## config.mk

```make
export PLATFORM = sky130hd
export DESIGN_NAME = sys_cmd_ctrl
export DESIGN_NICKNAME = d
export VERILOG_FILES = /design/src/rtl/sys_cmd_ctrl.sv
export SDC_FILE = /design/constraint.sdc
export NUM_CORES = 1
export LEC_CHECK = 0
export CORE_ASPECT_RATIO = 2
export CORE_MARGIN = 3
export CORE_UTILIZATION = 45
export DETAILED_ROUTE_END_ITERATION = 7
export PLACE_DENSITY = 0.78
export SKIP_CTS_REPAIR_TIMING = 1
export SLEW_MARGIN = 20
export SYNTH_ARGS = -nofsm -noshare
export SYNTH_HDL_FRONTEND = slang
export SYNTH_SLANG_ARGS = --single-unit
export TNS_END_PERCENT = 10
```

## constraint.sdc

```tcl
create_clock -name CLK -period 1.9 [get_ports CLK]
set_input_delay 0.38 -clock CLK [delete_from_list [all_inputs] [get_ports CLK]]
set_output_delay 0.38 -clock CLK [all_outputs]
set_load 0.01 [all_outputs]
```

## src/rtl/sys_cmd_ctrl.sv

```systemverilog
// sys_cmd_ctrl - command controller for the UART system, reference clock domain.
// Parses command frames from the RX synchroniser and drives the register file,
// the ALU and its clock gate, and the TX FIFO write port.
//   Opcodes: 0xAA RF write [addr,data]   0xBB RF read [addr]
//            0xCC ALU [A,B,func]         0xDD ALU [func]   0xEE burst read [addr,count]
// Ports:
//   CLK, RST                    clock, synchronous active-high reset
//   RX_P_DATA / RX_P_VLD        received byte + one-cycle valid pulse
//   RdData / RdData_Valid       RF read response
//   ALU_OUT / OUT_VALID         ALU result
//   FIFO_FULL                   TX FIFO full
//   ALU_FUNC, ALU_EN, CLK_EN    ALU function (registered), start pulse, clock-gate enable
//   RF_ADDR, WrEn, RdEn, WrData RF access
//   TX_DATA, WR_INC             TX FIFO write
//   clk_div_en                  UART clock-divider enable (constant 1)
//   CMD_ERR                     pulse on unknown opcode or inter-byte timeout
//   BUSY                        high whenever not IDLE
module sys_cmd_ctrl #(
    parameter int FRAME_WIDTH    = 8,
    parameter int ALU_DATA_WIDTH = 16,
    parameter int ALU_FUNC_WIDTH = 4,
    parameter int REG_FILE_DEPTH = 16,
    parameter int TIMEOUT_CYCLES = 1024
) (
    input  logic                              CLK,
    input  logic                              RST,
    input  logic [FRAME_WIDTH-1:0]            RX_P_DATA,
    input  logic                              RX_P_VLD,
    input  logic [FRAME_WIDTH-1:0]            RdData,
    input  logic                              RdData_Valid,
    input  logic [ALU_DATA_WIDTH-1:0]         ALU_OUT,
    input  logic                              OUT_VALID,
    input  logic                              FIFO_FULL,
    output logic [ALU_FUNC_WIDTH-1:0]         ALU_FUNC,
    output logic                              ALU_EN,
    output logic                              CLK_EN,
    output logic [$clog2(REG_FILE_DEPTH)-1:0] RF_ADDR,
    output logic                              WrEn,
    output logic                              RdEn,
    output logic [FRAME_WIDTH-1:0]            WrData,
    output logic [FRAME_WIDTH-1:0]            TX_DATA,
    output logic                              WR_INC,
    output logic                              clk_div_en,
    output logic                              CMD_ERR,
    output logic                              BUSY
);
    localparam int ADDR_W = $clog2(REG_FILE_DEPTH);
    localparam int NB     = (ALU_DATA_WIDTH + FRAME_WIDTH - 1) / FRAME_WIDTH;
    localparam int SW     = NB * FRAME_WIDTH;
    localparam int NLW    = $clog2(NB + 1);
    localparam int TW     = $clog2(TIMEOUT_CYCLES + 1);

    localparam logic [FRAME_WIDTH-1:0] OP_WR  = FRAME_WIDTH'(8'hAA);
    localparam logic [FRAME_WIDTH-1:0] OP_RD  = FRAME_WIDTH'(8'hBB);
    localparam logic [FRAME_WIDTH-1:0] OP_ALU = FRAME_WIDTH'(8'hCC);
    localparam logic [FRAME_WIDTH-1:0] OP_ALN = FRAME_WIDTH'(8'hDD);
    localparam logic [FRAME_WIDTH-1:0] OP_BR  = FRAME_WIDTH'(8'hEE);

    typedef enum logic [3:0] {
        S_IDLE, S_GET_ADDR, S_GET_DATA, S_GET_A, S_GET_B, S_GET_FUNC, S_GET_CNT,
        S_RF_WR, S_RF_RD, S_WAIT_RD, S_ALU_RUN, S_WAIT_ALU, S_SEND
    } state_t;

    state_t                    r_state, w_next;
    logic [FRAME_WIDTH-1:0]    r_op;
    logic [ADDR_W-1:0]         r_addr;
    logic [FRAME_WIDTH-1:0]    r_wdata;
    logic [FRAME_WIDTH-1:0]    r_cnt;
    logic [ALU_FUNC_WIDTH-1:0] r_func;
    logic [SW-1:0]             r_shift;
    logic [NLW-1:0]            r_nleft;
    logic [TW-1:0]             r_tmo;
    logic                      r_err;
    logic                      w_err;
    logic                      w_get;
    logic                      w_tmo_hit;

    assign w_get = (r_state == S_GET_ADDR) || (r_state == S_GET_DATA) || (r_state == S_GET_A) ||
                   (r_state == S_GET_B)    || (r_state == S_GET_FUNC) || (r_state == S_GET_CNT);
    // A byte arriving on the terminal cycle wins over the timeout.
    assign w_tmo_hit = w_get && !RX_P_VLD && (r_tmo == TW'(TIMEOUT_CYCLES - 1));

    assign ALU_FUNC   = r_func;
    assign RF_ADDR    = r_addr;
    assign WrData     = r_wdata;
    assign TX_DATA    = r_shift[FRAME_WIDTH-1:0];
    assign CMD_ERR    = r_err;
    assign BUSY       = (r_state != S_IDLE);
    assign clk_div_en = 1'b1;

    always_ff @(posedge CLK) begin
        if (RST) r_state <= S_IDLE;
        else     r_state <= w_next;
    end

    always_comb begin
        w_next = r_state;
        w_err  = 1'b0;
        ALU_EN = 1'b0;
        CLK_EN = 1'b0;
        WrEn   = 1'b0;
        RdEn   = 1'b0;
        WR_INC = 1'b0;
        case (r_state)
            S_IDLE: if (RX_P_VLD) begin
                case (RX_P_DATA)
                    OP_WR, OP_RD, OP_BR: w_next = S_GET_ADDR;
                    OP_ALU:              w_next = S_GET_A;
                    OP_ALN:              w_next = S_GET_FUNC;
                    default:             w_err  = 1'b1;
                endcase
            end
            S_GET_ADDR: if (RX_P_VLD)
                w_next = (r_op == OP_WR) ? S_GET_DATA : (r_op == OP_BR) ? S_GET_CNT : S_RF_RD;
            S_GET_DATA, S_GET_A, S_GET_B: if (RX_P_VLD) w_next = S_RF_WR;
            S_GET_FUNC: if (RX_P_VLD) w_next = S_ALU_RUN;
            S_GET_CNT:  if (RX_P_VLD) w_next = (RX_P_DATA == '0) ? S_IDLE : S_RF_RD;
            S_RF_WR: begin
                WrEn = 1'b1;
                // Operand A lands at address 0, B at address 1.
                if (r_op == OP_ALU) w_next = (r_addr == '0) ? S_GET_B : S_GET_FUNC;
                else                w_next = S_IDLE;
            end
            S_RF_RD: begin
                RdEn   = 1'b1;
                w_next = S_WAIT_RD;
            end
            S_WAIT_RD: if (RdData_Valid) w_next = S_SEND;
            S_ALU_RUN: begin
                ALU_EN = 1'b1;
                CLK_EN = 1'b1;
                w_next = S_WAIT_ALU;
            end
            S_WAIT_ALU: begin
                CLK_EN = 1'b1;
                if (OUT_VALID) w_next = S_SEND;
            end
            S_SEND: if (!FIFO_FULL) begin
                WR_INC = 1'b1;
                if (r_nleft == NLW'(1))
                    w_next = (r_op == OP_BR && r_cnt > FRAME_WIDTH'(1)) ? S_RF_RD : S_IDLE;
            end
            default: w_next = S_IDLE;
        endcase
        if (w_tmo_hit) begin
            w_next = S_IDLE;
            w_err  = 1'b1;
        end
    end

    always_ff @(posedge CLK) begin
        if (RST) begin
            r_op    <= '0;
            r_addr  <= '0;
            r_wdata <= '0;
            r_cnt   <= '0;
            r_func  <= '0;
            r_shift <= '0;
            r_nleft <= '0;
            r_tmo   <= '0;
            r_err   <= 1'b0;
        end else begin
            r_err <= w_err;
            if (RX_P_VLD || !w_get) r_tmo <= '0;
            else                    r_tmo <= r_tmo + 1'b1;
            case (r_state)
                S_IDLE:     if (RX_P_VLD) r_op <= RX_P_DATA;
                S_GET_ADDR: if (RX_P_VLD) r_addr <= RX_P_DATA[ADDR_W-1:0];
                S_GET_DATA: if (RX_P_VLD) r_wdata <= RX_P_DATA;
                S_GET_A: if (RX_P_VLD) begin
                    r_wdata <= RX_P_DATA;
                    r_addr  <= '0;
                end
                S_GET_B: if (RX_P_VLD) begin
                    r_wdata <= RX_P_DATA;
                    r_addr  <= ADDR_W'(1);
                end
                S_GET_FUNC: if (RX_P_VLD) r_func <= RX_P_DATA[ALU_FUNC_WIDTH-1:0];
                S_GET_CNT:  if (RX_P_VLD) r_cnt <= RX_P_DATA;
                S_WAIT_RD: if (RdData_Valid) begin
                    r_shift <= SW'(RdData);
                    r_nleft <= NLW'(1);
                end
                S_WAIT_ALU: if (OUT_VALID) begin
                    r_shift <= SW'(ALU_OUT);   // top byte zero-padded
                    r_nleft <= NLW'(NB);
                end
                S_SEND: if (!FIFO_FULL) begin
                    r_shift <= r_shift >> FRAME_WIDTH;
                    r_nleft <= r_nleft - 1'b1;
                    if (r_nleft == NLW'(1) && r_op == OP_BR && r_cnt > FRAME_WIDTH'(1)) begin
                        r_cnt  <= r_cnt - 1'b1;
                        r_addr <= (r_addr == ADDR_W'(REG_FILE_DEPTH - 1)) ? '0 : r_addr + 1'b1;
                    end
                end
                default: ;
            endcase
        end
    end
endmodule

```

* After elaboration in Yosys (flattened, before gate mapping)
Index checks and enable logic that the tools add are counted.
Operators by class: multiplexer cells 46, reductions and logical operators 33, magnitude comparators 1, eq/ne operators 36, add/sub/neg operators 4
Operators by type and width (count):
- two-way mux 4 bit | 19
- == test 8 bit, second input constant | 8
- two-way mux 16 bit | 3
- case mux 16 bit (3 select lines) | 1
- case mux 4 bit (11 select lines) | 1
- == test 4 bit, second input constant | 6
- two-way mux 8 bit | 3
- != test 2 bit, second input constant | 11
- == test 4 x 3 -> 1 bit, second input constant | 4
- case mux 4 bit (4 select lines) | 1
- case mux 8 bit (2 select lines) | 1
- case mux 4 bit (3 select lines) | 1
- adder 11 x 1 -> 11 bit, second input constant | 1
- == test 11 x 10 -> 1 bit, second input constant | 1
- two-way mux 1 bit | 11
- AND reduction 10 bit | 1
- == test 4 x 2 -> 1 bit, second input constant | 2
- greater-than comparator 8 x 1 -> 1 bit, second input constant | 1
- zero test 4 bit | 2
- zero test 8 bit | 1
- AND reduction 4 bit | 2
- nonzero test 4 bit | 2
- subtractor 8 x 1 -> 8 bit, second input constant | 1
- logical OR 1 bit | 6
- other kinds (18) | 30
Storage, ports and cells: bits in registers 66, logic and storage cells 130, bits of input ports 38, output and inout bits 32

* Depth between registers and ports, before layout
Gate-level depths: netlist (run 1).
depth in word-level cells 9, depth in mapped cells 8, depth with buffers taken out 7

* Worst setup path before layout (run 1)
No wires, ideal clock.
kind reg2reg, start point reg r_cnt[0], end point reg r_cnt[2], clock period less this slack 2.033 ns, slack -0.133 ns, path buffers 1, arrival 1.962 ns, required time 1.830 ns, stages on the path, launching flop included 9, library setup time 0.070 ns, path through dfxtp_1 -> inv_1 -> ha_1 -> or2_4 -> a311oi_4 -> a31oi_2 -> buf_6 -> or2_0 -> a21oi_1
Between the ends: longest elaborated chain between the ends 4, elaborated cells on any way between the ends 8, classes of those cells 1 x add/sub; 1 x order compare; 1 x eq/ne; 3 x mux; 2 x reduce/logical
RTL lines:
- start, declared | RTL line 68 | logic [FRAME_WIDTH-1:0] r_cnt;
- start signal, assigned | RTL line 192 | r_cnt <= r_cnt - 1'b1;
- subtractor 8 x 1 -> 8 bit / greater-than comparator 8 x 1 -> 1 bit (equally long branches) | RTL line 192, 191
- two-way mux 8 bit / logical AND 1 bit (equally long branches) | RTL line 191 | if (r_nleft == NLW'(1) && r_op == OP_BR && r_cnt > FRAME_WIDTH'(1)) begin
- two-way mux 8 bit / != test 2 bit (equally long branches)
- case mux 8 bit (2 select lines) / AND reduction 4 bit (equally long branches)
Parallel ways exist; a longest one is shown, timed or not. The select of a mux whose other input is x is not followed. A chain may end at the register's enable or synchronous reset.

* Final worst setup path (run 1)
start point in RX_P_DATA[6], end point reg r_state[2]
Between the ends: longest elaborated chain between the ends 5, elaborated cells on any way between the ends 11, classes of those cells 6 x eq/ne; 3 x mux; 2 x reduce/logical
RTL lines:
- start, declared | RTL line 27 | input logic [FRAME_WIDTH-1:0] RX_P_DATA,
- == test 8 bit | RTL line 106 | case (RX_P_DATA)
- OR reduction 3 bit
- case mux 4 bit (3 select lines) | RTL line 106
- two-way mux 4 bit | RTL line 105 | S_IDLE: if (RX_P_VLD) begin
- case mux 4 bit (11 select lines) | RTL line 104 | case (r_state)
- end signal, assigned | RTL line 93 | else r_state <= w_next;
- end, declared | RTL line 64 | state_t r_state, w_next;
Parallel ways exist; a longest one is shown, timed or not. The select of a mux whose other input is x is not followed.

==> results.cfg, run 1 <==
[layout]
drive_gt1_share_pct = 18.6
fin_nets = 588
n_antenna_cell = 0
num-fill-cells = 674
area_growth_syn_to_layout_pct = 42.0
instances_no_fill = 643

[placed_design]
port_buffers = 68
dpl_worst_slack_ns = -0.328
post-dp-hpwl_um = 8300
place_inst = 627
gp_congestion = 0.915

[clocking]
clk_latency_ns = 0.33
cts.clk_slew.worst_paths_ns = 0.06
clock_sinks = 66
cts.path.max_buffers = 2
cts_buffers = 9
h-tree-depth = 3
cts-root-buf = clkbuf_16
tritoncts = yes

[outcome]
failed_checks = setup timing
status = complete, but fails checks

[global_routing]
busiest_layer = met2
met2_usage_pct = 45.8
gr-total-overflow = 0
grt_first_pass_wirelength_um = 18100
antenna_found_initial = 0
grt_pass1_vias = 3770
grt.total_usage_pct = 24.7
use_met3_pct = 4.89
use_met1_pct = 24.4
grt_max_degree = 28

[floorplanning]
pin_count = 70
core_area_sq_um = 7660
initial_core_util_pct = 46.8
die_w_um = 69.1
dieArea_sq_um = 9140
fp.dieH_um = 132
placementRows = 45

[critical_path]
cp.required_ns = 2.16
reg2reg_depth = 8
worstPathArrival_ns = 2.17
critical_path_class = in2reg
end_kind = register
timing.rr.start = r_cnt[0]
ff2ff_setup_slack_ns = 0
start_kind = primary input
crit_path_max_fanout = 4
r2r-end = RF_ADDR[1]

[timing]
setup_viol = 2
fin_hold_ws_ns = 0.455
rsz0062_at_grt = yes
worst_pin_slew_ns = 0.534
hold_viol_final = 0
layout_setup_ws_ns = -0.0140
clock_skew_ns = 0.00561
finalSetupTns_ns = -0.0162
fmax_mhz = 522
slew_viol_final = 0
finalCritPeriodShare_pct = 101
finalCriticalPeriod_ns = 1.91
slew_headroom_pct = 64.0

[route]
wl_um = 11000
wl_per_cell_um = 17.1
first_pass_iters = 5
drt_iter0_drc = 342
drc = 0
ant_nets = 0
via_per_inst = 5.77
num_vias = 3711

[yosys]
synth_area_per_cell_sq_um = 8.06
ys_async_sr_fraction_pct = 0
syn-instance-count = 445
synth-seq-area-share_pct = 36.8
syn_area_sq_um = 3590
synth_cell_types = 65
synth_seq_cells = 66
synthesis.nets = 489
synth_edf_count = 0
yosysWarningCount = 0
ys.flop_type = dfxtp_1

[pwr]
powerDensity_nw_per_um2 = 650
power.total_mw = 3.31
leakage_nw = 2.00
peakVddDrop_uv = 599
p_clk_share_pct = 50.7
switchingPower_mw = 0.711
switching_share_pct = 21.5
p_int_mw = 2.60
combinationalPowerShare_pct = 7.0
power_frac_seq_pct = 42.3

[worst_hold_path]
hold_end = r_shift[12]
hold_path.class = reg2reg
worst_hold_path.num_cells = 2
hp-start = r_shift[12]

[job]
cap_viol_max_count = 0
==> final cells by class <==
class	count	area [sq um]	area share (%)
sequential	66	1340	26.3
multi-input combinational	328	2100	41.3
timing repair buffer	129	1190	23.4
clock buffer	12	256	5.04
inverter	10	37.5	0.737
tap	94	118	2.31
clock inverter	4	50.0	0.983
==> worst max-delay path by stage <==
| stage | start | cells past startpoint | slack [ns] | to |
|---|---|---|---|---|
| 6_report | RX_P_DATA[6] | 6 | -0.01 | r_state[2] |
| 3_5_place_dp | RX_P_DATA[6] | 6 | -0.33 | r_state[2] |
| 3_3_place_gp | RX_P_DATA[6] | 6 | -0.27 | r_state[2] |
| 5_1_grt | r_cnt[0] | 8 | -0.12 | RF_ADDR[3] |
| 4_1_cts | r_state[1] | 4 | -0.48 | BUSY |
| 2_1_floorplan | r_cnt[0] | 8 | 0.004 | r_cnt[2] |
==> cell usage in the layout (no fill, tap or decap), types with 4 or more instances in the layout <==
master,count
xor2_1,4
clkdlybuf4s50_1,61
clkbuf_16,9
mux2i_1,12
ha_1,5
buf_4,57
o21ai_1,4
nand2b_1,6
a21oi_1,43
a311oi_1,10
nand3_1,26
dfxtp_4,4
nand2_1,46
o21ai_0,6
a21o_1,7
o211ai_1,4
nor3_1,8
nor2b_1,4
inv_1,8
dlymetal6s2s_1,6
a31oi_1,5
nor2_1,48
a22oi_1,11
xnor2_1,8
dfxtp_1,60
==> critical path, cell delays in order <==
cell	delay (ns)
clkdlybuf4s50_1	0.53
or4bb_1	0.53
a211oi_2	0.25
a211o_1	0.21
o211ai_1	0.12
a21oi_1	0.14
==> cell usage after synthesis, drive strengths merged, types with 8 or more instances <==
library cell / number / area (sq um)
a21oi: 44 / 220
inv: 10 / 37.5
mux2i: 12 / 120
nor3: 8 / 40.0
o21ai: 11 / 58.8
a22oi: 11 / 82.6
nand3: 26 / 130
nor2: 50 / 193
dfxtp: 66 / 1320
clkbuf: 18 / 67.6
buf: 23 / 148
a311oi: 11 / 114
nand2: 46 / 173
xnor2: 8 / 70.1
==> cells by family (layout without fill, tap and decap cells) <==
kind of cell             count (synthesis)  in the layout  synth area share, %
AO/OA/AOI/OAI                          115            115                 21.6
XOR/XNOR                                12             12                 2.93
adder cells (fa/ha/maj)                  6              6                 2.09
buffers and inverters                   51            155                 7.05
flip-flops                              66             66                 36.8
multiplexers                            12             12                 3.35
other                                    1              1                0.105
AND/OR/NAND/NOR                        182            182                 26.0
==> layer usage <==
metal	routed length (um)	vias to the layer above
met5	0	-
met4	626	0
met3	483	49
met2	6030	138
met1	3870	1729
li1	-	1795
==> power by group through the flow <==
stage / Combinational, mW / Clock [mW] / Sequential (mW)
global placement: 0.222 / 0 / 1.43
global route: 0.250 / 1.77 / 1.40
detailed placement: 0.224 / 0 / 1.43
CTS: 0.226 / 1.70 / 1.41
finish: 0.231 / 1.68 / 1.40
floorplan: 0.0825 / 0 / 1.43
==> state kept, by name (all words and copies together), names as in the netlist, 2 cells and up <==
register	cells
r_op	8
r_shift	16
WrData	8
r_nleft	2
RF_ADDR	4
r_tmo	11
r_cnt	8
r_state	4
ALU_FUNC	4
==> through the flow <==
step,area [sq um],util (%)
after floorplan,3600,-
after global routing,5090,66.5
after CTS,4980,65.0
final,5090,66.5
after detailed placement,4670,61.0
after global placement,4670,61.0
Power figures use the tool's default switching activity.
==> run 2: changes to the inputs <==
--- a/config.mk
+++ b/config.mk
@@ -9,6 +9,7 @@
 export CORE_MARGIN = 3
 export CORE_UTILIZATION = 45
 export DETAILED_ROUTE_END_ITERATION = 7
+export GPL_ROUTABILITY_DRIVEN = 0
 export PLACE_DENSITY = 0.78
 export SKIP_CTS_REPAIR_TIMING = 1
 export SLEW_MARGIN = 20
==> results.cfg, run 2 (same netlist as run 1, synthesis figures left out) <==
[route]
drt_iter0_drc = 384
ant_nets = 0
drc = 0
via_per_inst = 5.97
wl_per_cell_um = 17.4
first_pass_iters = 5
wl_um = 11100
num_vias = 3821

[timing]
layout_setup_ws_ns = -0.101
worst_pin_slew_ns = 0.609
slew_viol_final = 0
finalSetupTns_ns = -0.375
fin_hold_ws_ns = 0.423
fmax_mhz = 500
slew_headroom_pct = 59.0
finalCriticalPeriod_ns = 2.00
clock_skew_ns = 0.00663
hold_viol_final = 0
setup_viol = 8
finalCritPeriodShare_pct = 105
rsz0062_at_grt = yes

[global_routing]
grt_max_degree = 26
grt_pass1_vias = 3758
grt_first_pass_wirelength_um = 17900
antenna_found_initial = 0
gr-total-overflow = 0
grt.total_usage_pct = 24.0

[layout]
instances_no_fill = 640
reg_top3 = r_shift (16), r_tmo (11)
mostFrequentLayoutCell = clkdlybuf4s50_1
fin_util_pct = 65.7
regMostFlops = r_shift
n_antenna_cell = 0
area_growth_syn_to_layout_pct = 40.2
drive_gt1_share_pct = 17.2
final_area_sq_um = 5030
layout_common_cells = 62 x clkdlybuf4s50_1, 60 x dfxtp_1, 54 x buf_4
largest_register_ffs = 16
fin_nets = 585

[clocking]
clock_sinks = 66
h-tree-depth = 3
cts-root-buf = clkbuf_16
clk_latency_ns = 0.33
cts.path.max_buffers = 2
tritoncts = yes
cts_buffers = 9
cts.clk_slew.worst_paths_ns = 0.06

[critical_path]
critical_path_class = reg2reg
worstPathArrival_ns = 2.24
start_kind = register
cp.required_ns = 2.14
end_kind = register
crit_path_max_fanout = 6

[floorplanning]
core_area_sq_um = 7660
pin_count = 70
initial_core_util_pct = 46.8
dieArea_sq_um = 9140
fp.dieH_um = 132
die_w_um = 69.1
placementRows = 45

[pwr]
power.total_mw = 3.33
peakVddDrop_uv = 601
power_frac_seq_pct = 42.1
powerDensity_nw_per_um2 = 662
switchingPower_mw = 0.727
p_int_mw = 2.60
switching_share_pct = 21.8
combinationalPowerShare_pct = 7.0
leakage_nw = 1.95
p_clk_share_pct = 50.9

[placed_design]
place_inst = 624
placed_cell_area_sq_um = 4660
port_buffers = 68
dpl_worst_slack_ns = -0.317
post-dp-hpwl_um = 8040

[worst_hold_path]
hold_path.class = in2reg

[outcome]
status = complete, but fails checks
failed_checks = setup timing

[job]
cap_viol_max_count = 0
[run 2: changes by cell type in the layout (fill, tap and decap cells not counted), moves of 2 or more]
cell | previous run | this run
inv_2 | 2 | 0
nor4_1 | 3 | 5
buf_4 | 57 | 54
o21ai_0 | 6 | 8
inv_1 | 8 | 10
o21ai_1 | 4 | 2
[run 2: power by group through the flow]
stage,sequential (mW),combinational [mW],clock (mW)
after CTS,1.40,0.230,1.72
after floorplan,1.43,0.0825,0
after global placement,1.43,0.224,0
final,1.40,0.234,1.69
after detailed placement,1.43,0.227,0
after global routing,1.40,0.250,1.77
[run 2: worst max-delay path, cell delays in order, from the launching register on]
cell      delay [ns]
dfxtp_2         0.34
inv_1           0.08
ha_4            0.16
or2_4           0.26
a311oi_4        0.27
buf_4           0.20
a21o_1          0.22
a21oi_1         0.10
a311oi_1        0.27
[run 2: path summary, 6_finish.rpt]
path / from / slack (ns) / cells after the start / end
hold / removal: RST / 0.42 / 2 / ALU_FUNC[3]
setup / recovery: r_cnt[0] / -0.10 / 8 / RF_ADDR[1]
setup reg to reg: r_cnt[0] / -0.10 / 8 / RF_ADDR[1]
hold reg to reg: r_shift[8] / 0.45 / 2 / r_shift[8]
[run 2: area by class of cell]
| class | count | area (sq um) |
|---|---|---|
| clock buffer | 12 | 256 |
| clock inverter | 4 | 50.0 |
| fill | 663 | 2630 |
| inverter | 10 | 37.5 |
| multi-input combinational | 328 | 2050 |
| sequential | 66 | 1340 |
| tap | 94 | 118 |
| timing repair buffer | 126 | 1170 |
[run 2: per-layer routing]
metal / GRT usage (%) / wire length [um] / part of all wire [%]
met1: 24.8 / 4020 / 36
met2: 44.1 / 6020 / 54
met3: 4.50 / 513 / 4.6
met4: 13.8 / 568 / 5.1
met5: 0 / 0 / 0
==> run 3: changes to the inputs <==
--- a/config.mk
+++ b/config.mk
@@ -5,11 +5,11 @@
 export SDC_FILE = /design/constraint.sdc
 export NUM_CORES = 1
 export LEC_CHECK = 0
+export CAP_MARGIN = 20
 export CORE_ASPECT_RATIO = 2
 export CORE_MARGIN = 3
 export CORE_UTILIZATION = 45
 export DETAILED_ROUTE_END_ITERATION = 7
-export GPL_ROUTABILITY_DRIVEN = 0
 export PLACE_DENSITY = 0.78
 export SKIP_CTS_REPAIR_TIMING = 1
 export SLEW_MARGIN = 20
==> constraint.sdc (replaced) <==
create_clock -name CLK -period 1.65 [get_ports CLK]
set_input_delay 0.33 -clock CLK [delete_from_list [all_inputs] [get_ports CLK]]
set_output_delay 0.33 -clock CLK [all_outputs]
set_load 0.01 [all_outputs]
==> results.cfg, run 3 (same netlist as run 1, synthesis figures left out) <==
[global_routing]
grt_pass1_vias = 3885
gr-total-overflow = 0
grt_first_pass_wirelength_um = 17900
grt.total_usage_pct = 24.0
antenna_found_initial = 0
grt_max_degree = 26

[critical_path]
ff2ff_setup_slack_ns = -0.23
worstPathArrival_ns = 2.12
end_kind = register
crit_path_max_fanout = 6
cp.required_ns = 1.89
critical_path_class = reg2reg
start_kind = register

[route]
ant_nets = 0
num_vias = 3916
wl_per_cell_um = 16.9
first_pass_iters = 5
drt_iter0_drc = 265
wl_um = 11400
via_per_inst = 5.83
drc = 0

[layout]
layout_common_cells = 83 x buf_4, 59 x dfxtp_1, 55 x clkdlybuf4s50_1
mostFrequentLayoutCell = buf_4
final-seq-area_sq_um = 1340
fin_util_pct = 69.9
largest_register_ffs = 16
drive_gt1_share_pct = 25.6
area_growth_syn_to_layout_pct = 49.3
num-fill-cells = 602
n_antenna_cell = 0
multi_input_area_sq_um = 2140
instances_no_fill = 672
reg_top3 = r_shift (16), r_tmo (11)
regMostFlops = r_shift
fin_nets = 617

[clocking]
cts.clk_slew.worst_paths_ns = 0.06
cts_buffers = 9
clock_sinks = 66
clk_latency_ns = 0.34
cts-root-buf = clkbuf_16
h-tree-depth = 3
tritoncts = yes
cts.path.max_buffers = 2

[pwr]
leakage_nw = 2.14
power.total_mw = 3.82
powerDensity_nw_per_um2 = 714
peakVddDrop_uv = 581

[floorplanning]
initial_core_util_pct = 46.8
placementRows = 45
die_w_um = 69.1
dieArea_sq_um = 9140
pin_count = 70
fp.dieH_um = 132
core_area_sq_um = 7660

[job]
cap_viol_max_count = 0

[placed_design]
place_inst = 654
post-dp-hpwl_um = 8170
gp_congestion = 0.940
port_buffers = 68

[timing]
fin_hold_ws_ns = 0.344
clock_skew_ns = 0.00845
finalCritPeriodShare_pct = 114
finalSetupTns_ns = -2.93
fmax_mhz = 531
finalCriticalPeriod_ns = 1.88
slew_viol_final = 0
worst_pin_slew_ns = 0.507
layout_setup_ws_ns = -0.233
hold_viol_final = 0
rsz0062_at_grt = yes
setup_viol = 34
slew_headroom_pct = 65.9

[outcome]
failed_checks = setup timing
status = complete, but fails checks

[worst_hold_path]
hold_path.class = in2reg
run 3: changes by cell type in the layout (fill, tap and decap cells not counted), moves of 2 or more:
cell / delta
buf_4: +29
clkdlybuf4s50_1: -7
a21oi_1: -4
a21oi_2: +4
buf_2: +3
buf_6: +3
dlymetal6s2s_1: +3
o21ai_0: -3
o21ai_1: +3
inv_1: -2
inv_2: +2
nor2_1: -2
or4bb_1: -2
or4bb_4: +2
run 3: worst max-delay path, cell delays in order, from the launching register on:
cell,delay (ns)
dfxtp_2,0.35
inv_2,0.06
ha_4,0.15
or2_4,0.25
a311oi_4,0.30
buf_6,0.17
a21o_1,0.20
a21oi_2,0.07
a311oi_1,0.23
run 3: stage by stage:
step	setup WS, ns	instance area, sq um
after detailed placement	-0.613	4890
after CTS	-0.500	5190
after floorplan	-0.186	3600
after global placement	-0.554	4890
final	-0.233	5350
after global routing	-0.286	5350
run 3: per-layer routing:
layer / track usage, % / routed length (um) / share of wire (%)
met1: 23.8 / 4030 / 35
met4: 13.9 / 492 / 4.3
met3: 4.66 / 686 / 6.0
met5: 0 / 0 / 0
met2: 45.0 / 6150 / 54
run 3: where the power goes:
| part | switching (mW) | internal (mW) |
|---|---|---|
| logic | 0.129 | 0.155 |
| clock network | 0.718 | 1.21 |
| registers | 0.00960 | 1.60 |
| total | 0.857 | 2.96 |
run 3: worst paths after layout:
kind                             startpoint           to  cells past startpoint
worst max register to register     r_cnt[0]   RF_ADDR[3]                      8
worst max-delay path               r_cnt[0]   RF_ADDR[3]                      8
worst min register to register  r_shift[10]  r_shift[10]                      2
worst min-delay path                    RST    WrData[1]                      2
run 3: cell type report:
type,count,area share (%)
clock buffer,10,4.46
clock inverter,6,1.24
inverter,10,0.701
multi-input combinational,328,40.0
sequential,66,25.0
tap,94,2.20
timing repair buffer,158,26.4
